--- config.mk ---
export PLATFORM = sky130hd
export DESIGN_NAME = muldiv_unit
export DESIGN_NICKNAME = d
export VERILOG_FILES = /design/src/rtl/muldiv_unit.sv
export SDC_FILE = /design/constraint.sdc
export NUM_CORES = 1
export LEC_CHECK = 0
export BUFFER_PORTS_ARGS = -buffer_cell sky130_fd_sc_hd__buf_4
export CAP_MARGIN = 20
export CORE_MARGIN = 5
export CORE_UTILIZATION = 55
export CTS_BUF_LIST = sky130_fd_sc_hd__clkbuf_8
export DETAILED_ROUTE_END_ITERATION = 10
export PLACE_DENSITY = 0.74
export RECOVER_POWER = 25
export SYNTH_ARGS = -nofsm -noshare
export SYNTH_HDL_FRONTEND = slang
export SYNTH_SLANG_ARGS = --single-unit
--- constraint.sdc ---
create_clock -name CLK -period 7.19 [get_ports CLK]
set_input_delay 1.438 -clock CLK [delete_from_list [all_inputs] [get_ports CLK]]
set_output_delay 1.438 -clock CLK [all_outputs]
set_load 0.02 [all_outputs]
--- src/rtl/muldiv_unit.sv ---
// Multi-cycle RV32M/RV64M multiply/divide engine with valid/ready handshakes.
// Optional MULDIV_EARLY_OUT_EN: divide-by-zero and signed-overflow divides finish at accept.
module muldiv_unit #(
  parameter int unsigned XLEN = 32,
  parameter int unsigned TAGW = 5
) (
  input  logic            CLK,
  input  logic            RST,
  input  logic            in_valid,
  output logic            in_ready,
  input  logic [2:0]      op,
  input  logic [XLEN-1:0] a,
  input  logic [XLEN-1:0] b,
  input  logic [TAGW-1:0] tag,
  input  logic            flush,
  output logic            out_valid,
  input  logic            out_ready,
  output logic [XLEN-1:0] out_result,
  output logic [TAGW-1:0] out_tag,
  output logic            busy
);

  localparam int unsigned CW = $clog2(XLEN);

  localparam logic [1:0] IDLE = 2'd0;
  localparam logic [1:0] CALC = 2'd1;
  localparam logic [1:0] FIX  = 2'd2;
  localparam logic [1:0] DONE = 2'd3;

  localparam logic [2:0] OP_MULH   = 3'b001;
  localparam logic [2:0] OP_MULHSU = 3'b010;
  localparam logic [2:0] OP_DIV    = 3'b100;
  localparam logic [2:0] OP_REM    = 3'b110;

  localparam logic [XLEN-1:0] MIN_NEG  = {1'b1, {(XLEN-1){1'b0}}};
  localparam logic [XLEN-1:0] ALL_ONES = {XLEN{1'b1}};

  logic [1:0]        state, stateNxt;
  logic [CW-1:0]     cnt, cntNxt;
  logic [2:0]        opReg, opNxt;
  logic [TAGW-1:0]   tagReg, tagNxt;
  logic [XLEN-1:0]   magA, magANxt, magB, magBNxt;
  logic              signA, signANxt, signB, signBNxt;
  logic              bZero, bZeroNxt, ovf, ovfNxt;
  logic [2*XLEN-1:0] acc, accNxt;
  logic [XLEN-1:0]   rem, remNxt;
  logic              outValidNxt, busyNxt;
  logic [XLEN-1:0]   outResultNxt;
  logic [TAGW-1:0]   outTagNxt;

  // Operand decode at accept: signedness, magnitudes and divide corner cases
  logic            accept, aSigned, bSigned, negA, negB, divZeroIn, ovfIn;
  logic [XLEN-1:0] magAIn, magBIn;

  assign in_ready  = !flush && ((state == IDLE) || ((state == DONE) && out_ready));
  assign accept    = in_valid && in_ready;
  assign aSigned   = (op == OP_MULH) || (op == OP_MULHSU) || (op == OP_DIV) || (op == OP_REM);
  assign bSigned   = (op == OP_MULH) || (op == OP_DIV) || (op == OP_REM);
  assign negA      = aSigned && a[XLEN-1];
  assign negB      = bSigned && b[XLEN-1];
  assign magAIn    = negA ? ({XLEN{1'b0}} - a) : a;
  assign magBIn    = negB ? ({XLEN{1'b0}} - b) : b;
  assign divZeroIn = op[2] && (b == {XLEN{1'b0}});
  assign ovfIn     = ((op == OP_DIV) || (op == OP_REM)) && (a == MIN_NEG) && (b == ALL_ONES);

`ifdef MULDIV_EARLY_OUT_EN
  logic [XLEN-1:0] earlyRes;
  assign earlyRes = divZeroIn ? (op[1] ? a : ALL_ONES) : (op[1] ? {XLEN{1'b0}} : MIN_NEG);
`endif

  // One shift-add or restoring-subtract step per CALC cycle
  logic [XLEN:0] mulSum, divShift, divDiff;

  assign mulSum   = {1'b0, acc[2*XLEN-1:XLEN]} + (acc[0] ? {1'b0, magB} : {(XLEN+1){1'b0}});
  assign divShift = {rem, acc[XLEN-1]};
  assign divDiff  = divShift - {1'b0, magB};

  // Sign application, half selection and RISC-V divide corrections
  logic [2*XLEN-1:0] prodS;
  logic [XLEN-1:0]   quoS, remS, aOrig, fixRes;

  assign prodS = (signA ^ signB) ? ({(2*XLEN){1'b0}} - acc) : acc;
  assign quoS  = (signA ^ signB) ? ({XLEN{1'b0}} - acc[XLEN-1:0]) : acc[XLEN-1:0];
  assign remS  = signA ? ({XLEN{1'b0}} - rem) : rem;
  assign aOrig = signA ? ({XLEN{1'b0}} - magA) : magA;

  always_comb begin
    fixRes = opReg[1] ? remS : quoS;
    if (!opReg[2]) begin
      fixRes = (opReg[1:0] == 2'b00) ? prodS[XLEN-1:0] : prodS[2*XLEN-1:XLEN];
    end else if (bZero) begin
      fixRes = opReg[1] ? aOrig : ALL_ONES;
    end else if (ovf) begin
      fixRes = opReg[1] ? {XLEN{1'b0}} : MIN_NEG;
    end
  end

  // Next-state and output logic
  always_comb begin
    stateNxt     = state;
    cntNxt       = cnt;
    opNxt        = opReg;
    tagNxt       = tagReg;
    magANxt      = magA;
    magBNxt      = magB;
    signANxt     = signA;
    signBNxt     = signB;
    bZeroNxt     = bZero;
    ovfNxt       = ovf;
    accNxt       = acc;
    remNxt       = rem;
    outValidNxt  = out_valid;
    outResultNxt = out_result;
    outTagNxt    = out_tag;

    case (state)
      CALC: begin
        if (opReg[2]) begin
          accNxt = {acc[2*XLEN-1:XLEN], acc[XLEN-2:0], ~divDiff[XLEN]};
          remNxt = divDiff[XLEN] ? divShift[XLEN-1:0] : divDiff[XLEN-1:0];
        end else begin
          accNxt = {mulSum, acc[XLEN-1:1]};
        end
        cntNxt = cnt + CW'(1);
        if (cnt == CW'(XLEN - 1)) stateNxt = FIX;
      end
      FIX: begin
        outResultNxt = fixRes;
        outTagNxt    = tagReg;
        outValidNxt  = 1'b1;
        stateNxt     = DONE;
      end
      DONE: begin
        if (out_ready) begin
          outValidNxt = 1'b0;
          stateNxt    = IDLE;
        end
      end
      default: ;
    endcase

    // An accept in DONE overrides the return to IDLE (back-to-back)
    if (accept) begin
      opNxt    = op;
      tagNxt   = tag;
      magANxt  = magAIn;
      magBNxt  = magBIn;
      signANxt = negA;
      signBNxt = negB;
      bZeroNxt = divZeroIn;
      ovfNxt   = ovfIn;
      accNxt   = {{XLEN{1'b0}}, magAIn};
      remNxt   = {XLEN{1'b0}};
      cntNxt   = {CW{1'b0}};
      stateNxt = CALC;
`ifdef MULDIV_EARLY_OUT_EN
      if (divZeroIn || ovfIn) begin
        stateNxt     = DONE;
        outValidNxt  = 1'b1;
        outResultNxt = earlyRes;
        outTagNxt    = tag;
      end
`endif
    end

    if (flush) begin
      stateNxt    = IDLE;
      outValidNxt = 1'b0;
    end

    busyNxt = (stateNxt != IDLE);
  end

  always_ff @(posedge CLK) begin
    if (RST) begin
      state      <= IDLE;
      cnt        <= {CW{1'b0}};
      opReg      <= 3'b000;
      tagReg     <= {TAGW{1'b0}};
      magA       <= {XLEN{1'b0}};
      magB       <= {XLEN{1'b0}};
      signA      <= 1'b0;
      signB      <= 1'b0;
      bZero      <= 1'b0;
      ovf        <= 1'b0;
      acc        <= {(2*XLEN){1'b0}};
      rem        <= {XLEN{1'b0}};
      out_valid  <= 1'b0;
      out_result <= {XLEN{1'b0}};
      out_tag    <= {TAGW{1'b0}};
      busy       <= 1'b0;
    end else begin
      state      <= stateNxt;
      cnt        <= cntNxt;
      opReg      <= opNxt;
      tagReg     <= tagNxt;
      magA       <= magANxt;
      magB       <= magBNxt;
      signA      <= signANxt;
      signB      <= signBNxt;
      bZero      <= bZeroNxt;
      ovf        <= ovfNxt;
      acc        <= accNxt;
      rem        <= remNxt;
      out_valid  <= outValidNxt;
      out_result <= outResultNxt;
      out_tag    <= outTagNxt;
      busy       <= busyNxt;
    end
  end

endmodule

==> results.md, run 1 <==
* Yosys warnings at 0
* Met2 usage at ~49%
* Largest net degree at the start of global routing at 120
* Final setup violation count at 0
* Reg2reg path depth at 13
* Final Cycle Share at 71.4%
* Synth async-reset ratio at 0%
* Clock Latency Late Sink at 0.56 ns
* Yosys top cell by area: dfxtp_1
* Routed len/inst at around 22 um
* Share of layout cells above drive strength 1 at 8.20%
* I/O pin count at 117
* Routed Antenna Nets at 0
* Hold Path Origin: tagReg[4]
* Syn Std Cell Area at 0.0172 mm^2
* DR pass1 iterations at 7
* Die X-Extent at 187 um
* Crit Reg-Reg Endpoint: rem[0]
* Finished Layout Cells at 2,762
* Max Slew Vio Count at 88
* Clock Skews at 0.0337 ns
* Starting Density at a little under three fifths
* WHS Path Cells at 2
* Outcome: finished, violations left
* Busiest grt layer: met1
* Unrepaired setup endpoints after global routing: false
* Cts hold-fix bufs at 0
* Required time worst endpoint at around 7.6 ns
* HPWL after DPL at between 40,000 and 50,000 um
* Final GP Congestion at 1.01
* Power Total at 3.24 mW
* WL final at about 61,000 um
* Max Cap Viol at 2
* Setup TNS Final at 0 ns
* # resized after CTS at 0
* Post-synth EDFFs at 0
* Endpoints failing hold at 0
* Worst Hold Class: flop to flop
* Vias in the first global route at 16,300
* WHS at 0.454 ns
* Reg clk slew, reported paths at 0.06 ns
* Most frequent cells in the layout: a21oi_1 (234), nand2_1 (234), nor2_1 (222)
* Area Overhead vs Synth at 9.48%
* Synth top area cells: dfxtp_1 (25%), a21oi_1 (6.8%), xor2_1 (5.4%)
* Total Routing Usage GR at 33.3%
* Worst reg-to-reg setup slack at 2.79 ns
* Die area at 0.0349 mm^2
* Leakage power at 7.21 nW
* Drt via density at 6.51
* DR vias at 18,000
* Antenna violations before repair at 1
* Synth Flop Type: dfxtp_1
* Tmin final at approximately 5 ns
* Fmax at 0.195 GHz
* Power Density at 172 mW/mm^2
* Clk buf depth at 3
* Yosys cell types at 89
* TritonCTS Buffers at 40
* Port Buffer Count at 116
* Sink Count at 218
* Core ar. at 0.0307 mm^2
* Die Ht at 187 um
* Setup CP Type: input port to flop
* Worst setup EP type: flop
* # placed instances at 2,694
* Post-DP Area at 0.0182 mm^2
* CP Launch Type: input port
* H-Tree Depth at 2
* FP Rows at 64
* Syn Nets at around 2,500
* DRC viols at 0
* Grt ovf at 0
* Yosys reg bits at about 220
* Avg Inst Size Synth at 7.43 um^2
* Slew HR at -63.3%
* Synth Instances at 2,316
* Post-route design area at around 0.019 mm^2
* GRT met3 Usage at 7.69%
* Min-Delay Endpoint: tagReg[4]
* Failing checks: max-capacitance violations, max-slew violations
* Crit. Startpoint: RST
* Post-synth top area share at between 20% and 30%
* VDD IR max at 0.215 mV
* Slew @ Worst Pin at 2.45 ns
* Diodes inserted at 0
* # fillers at between 2,000 and 3,000
* Maximum fanout along the worst path at between 50 and 60
* Root Buffer: clkbuf_8
* RR Startpoint: acc[31]
* Fin nets at 2,491
* Drt initial violations at 1,964
* CTS tree: done
* Routing usage on met1 at 49.1%
* Sequential fraction of the synthesis area at 25.4%
* Postcts setup bufs at 0
* First-pass GRT wire length at 94,400 um
* WP data arrival at 5.55 ns
[sequential cells by signal, summed over array words and instances (netlist names)]
register and cells:
bZero 1, opReg 3, magB 32, state 2, tagReg 5, out_result 32
out_valid 1, signB 1, rem 32, cnt 5, busy 1, ovf 1
out_tag 5, acc 64, magA 32, signA 1
[final cells by class]
cell class / instances / area, um^2 / share of cell area, %
clock buffers: 49 / 674 / 3.58
clock inverters: 19 / 111 / 0.591
inverters: 74 / 278 / 1.47
multi-input cells: 1869 / 12000 / 63.8
flip-flops and latches: 218 / 4370 / 23.2
well taps: 396 / 495 / 2.63
repair buffers: 137 / 887 / 4.71
[metrics by stage]
step	setup slack (ns)	utilization (%)
final	2.06	61.3
after global routing	1.86	61.3
after CTS	2.83	61.8
after detailed placement	2.86	59.2
after global placement	2.93	59.2
after floorplan	3.48	-
[per-layer routing]
layer  wire length, um  vias to the layer above
li1                  -                     8537
met1             27400                     8427
met2             25600                      898
met3              6550                      126
met4              1810                        2
met5                13                        -
[cells in the mapped netlist, types with 17 or more instances]
library cell / count
a21oi_1: 234
nand2_1: 234
nor2_1: 225
dfxtp_1: 218
o21ai_0: 145
clkbuf_1: 137
xor2_1: 107
xnor2_1: 97
ha_1: 72
inv_1: 72
a211oi_1: 66
mux2i_1: 61
nor3_1: 57
nand3_1: 42
nor4_1: 38
o31ai_1: 35
o21a_1: 28
or3_1: 27
nand4_1: 26
a21o_1: 25
a31oi_1: 25
o21ai_1: 21
and3_1: 18
a21boi_0: 17
[cell families after synthesis]
logic type      synth area share [%]
buf+inv                         5.05
compound gates                  28.7
xor+xnor                        10.5
flops                           25.4
simple gates                    21.3
mux                             3.68
fa+ha+maj                       5.47
[report_power, final]
group          switching [mW]  total, mW  leakage, nW  internal (mW)
combinational           0.454      0.714         4.97          0.260
sequential             0.0690       1.32         1.78           1.25
clock                   0.556       1.21        0.456          0.650
total                    1.08       3.24         7.21           2.16
[critical path: stages]
cell,delay (ns)
clkbuf_1,1.70
nand2b_1,0.40
clkbuf_1,1.28
nor3_1,0.09
and3_1,0.26
a311o_1,0.31
[how the worst max path moves through the flow]
stage | cells past startpoint | slack, ns | endpoint
finish | 6 | 2.06 | acc[58]
detailed placement | 12 | 2.86 | magB[30]
floorplan | 11 | 3.48 | magB[30]
global route | 6 | 1.86 | acc[58]
global placement | 12 | 2.93 | magB[30]
CTS | 12 | 2.83 | acc[59]
Power figures use the tool's default switching activity.
==> run 2, diff against run 1 <==
--- a/config.mk
+++ b/config.mk
@@ -11,7 +11,7 @@
 export CORE_UTILIZATION = 55
 export CTS_BUF_LIST = sky130_fd_sc_hd__clkbuf_8
 export DETAILED_ROUTE_END_ITERATION = 10
-export PLACE_DENSITY = 0.74
+export PLACE_DENSITY = 0.76
 export RECOVER_POWER = 25
 export SYNTH_ARGS = -nofsm -noshare
 export SYNTH_HDL_FRONTEND = slang
==> constraint.sdc (replaced) <==
create_clock -name CLK -period 4.1 [get_ports CLK]
set_input_delay 0.82 -clock CLK [delete_from_list [all_inputs] [get_ports CLK]]
set_output_delay 0.82 -clock CLK [all_outputs]
set_load 0.02 [all_outputs]
==> run 2 against run 1 <==
- global-route usage rose by 0.33 points
- largest power group is now the clock network
- sequential power rose by 76%
- cell count rose by 1.2%
- wire length rose by 1.1%
- cell area rose by 1.7%
- the flow still finishes with violations (max-capacitance violations, max-slew violations)
- sequential share of layout area fell by 0.39 points
- non-clock buffer count rose by 27
- critical path depth did not move
==> results.md, run 2 (same netlist as run 1, synthesis figures left out) <==
* Max Cap Viol at 3 (+1)
* Reg clk slew, reported paths at 0.06 ns (about the same)
* Largest net degree at the start of global routing at 84 (-30%)
* Clock Skews at 0.0335 ns (-0.000207 ns)
* Drt initial violations at 2,135 (+8.7%)
* Required time worst endpoint at 4.45 ns (-3.15 ns)
* Post-DP Area at 0.0184 mm^2 (+1.2%)
* Most frequent cells in the layout: a21oi_1 (234), nand2_1 (234), nor2_1 (222)
* Fin nets at 2,519 (+1.1%)
* Setup TNS Final at 0 ns (unchanged)
* Unrepaired setup endpoints after global routing: false
* Slew HR at -50.7% (+13 points)
* Antenna violations before repair at 0 (-1)
* WHS at 0.445 ns (-0.00849 ns)
* DR pass1 iterations at 8 (+1)
* First-pass GRT wire length at 95,600 um (+1.3%)
* WL final at 62,000 um (+1.1%)
* Die Ht at 187 um (unchanged)
* Largest register FFs at 64 (unchanged)
* Drt via density at 6.56 (+0.73%)
* Failing checks: max-capacitance violations, max-slew violations
* Final GP Congestion at 1.06 (+4.9%)
* Area Overhead vs Synth at 11.4%
* Grt ovf at 0 (unchanged)
* CP Launch Type: flop
* Root Buffer: clkbuf_8
* Final Core Density at 62.3% (+1.0 points)
* TritonCTS Buffers at 41 (+2.5%)
* FP Rows at 64 (unchanged)
* # resized after CTS at 0 (unchanged)
* Starting Density at 56.0% (unchanged)
* Final Cycle Share at 94.8%
* Fmax at 0.257 GHz
* Clock Latency Late Sink at 0.58 ns (+0.02 ns)
* Cts hold-fix bufs at 0 (unchanged)
* Port Buffer Count at 116 (unchanged)
* # placed instances at 2,721 (+1.0%)
* H-Tree Depth at 2 (unchanged)
* Endpoints failing hold at 0 (unchanged)
* Die area at 0.0349 mm^2 (unchanged)
* VDD IR max at 0.259 mV (+21%)
* Postcts setup bufs at 0 (unchanged)
* DRC viols at 0 (unchanged)
* Diodes inserted at 0 (unchanged)
* Vias in the first global route at 16,900 (+3.7%)
* WP data arrival at 4.24 ns (-1.31 ns)
* Post-place setup slack at 0.377 ns (-2.49 ns)
* Max Slew Vio Count at 118 (+34%)
* CTS tree: done
* Outcome: finished, violations left
* Top reg by flops: acc
* Power Density at 313 mW/mm^2 (+82%)
* Slew @ Worst Pin at 2.26 ns (-0.189 ns)
* Leakage power at 7.38 nW (+2.4%)
* Worst Hold Class: input port to flop
* Sink Count at 218 (unchanged)
* Routed len/inst at 22.2 um (about the same)
* Finished Layout Cells at 2,794 (+1.2%)
* Post-route design area at 0.0192 mm^2 (+1.7%)
* Power Total at 5.99 mW (+85%)
* Final setup violation count at 0 (unchanged)
* Tmin final at 3.89 ns
* Routed Antenna Nets at 0 (unchanged)
* Total Routing Usage GR at 33.7% (+0.33 points)
* Setup CP Type: flop to flop
* Worst setup EP type: flop
* Clk buf depth at 3 (unchanged)
* Die X-Extent at 187 um (unchanged)
* Maximum fanout along the worst path at 33 (-40%)
* I/O pin count at 117 (unchanged)
* Share of layout cells above drive strength 1 at 9.34% (+1.1 points)
* Core ar. at 0.0307 mm^2 (unchanged)
* PnR worst setup slack at 0.214 ns (-1.84 ns)
* HPWL after DPL at 47,300 um (+2.1%)
* DR vias at 18,300 (+1.9%)
[run 2: report_power, final]
group | internal, mW | total [mW] | switching [mW]
combinational | 0.467 | 1.28 | 0.811
sequential | 2.20 | 2.32 | 0.118
clock | 1.38 | 2.39 | 1.01
[run 2: worst paths after layout]
check | start | slack (ns) | endpoint | depth (start not counted)
worst max-delay path | state[0] | 0.21 | acc[20] | 6
worst max register to register | state[0] | 0.21 | acc[20] | 6
worst min register to register | magB[21] | 0.45 | magB[21] | 2
worst min-delay path | flush | 0.45 | out_valid | 2
[run 2: layout make-up]
type                       instances  area [um^2]
sequential                       218         4370
fill                            2865        11600
clock inverter                    18          159
inverter                          74          278
tap                              396          495
timing repair buffer             164         1090
clock buffer                      55          757
multi-input combinational       1869        12000
[run 2: routing by layer]
layer,share of wire [%],GRT usage (%)
met5,0,0
met4,3.4,10.6
met3,11,6.46
met2,42,50.9
met1,43,48.6
[run 2: worst max-delay path: stages (launching register included)]
cell and delay [ns]:
dfxtp_1 0.37, or2_2 0.31, a21oi_1 0.24, and2_0 1.61, clkbuf_2 0.60, a21oi_1 0.30
a21boi_0 0.20
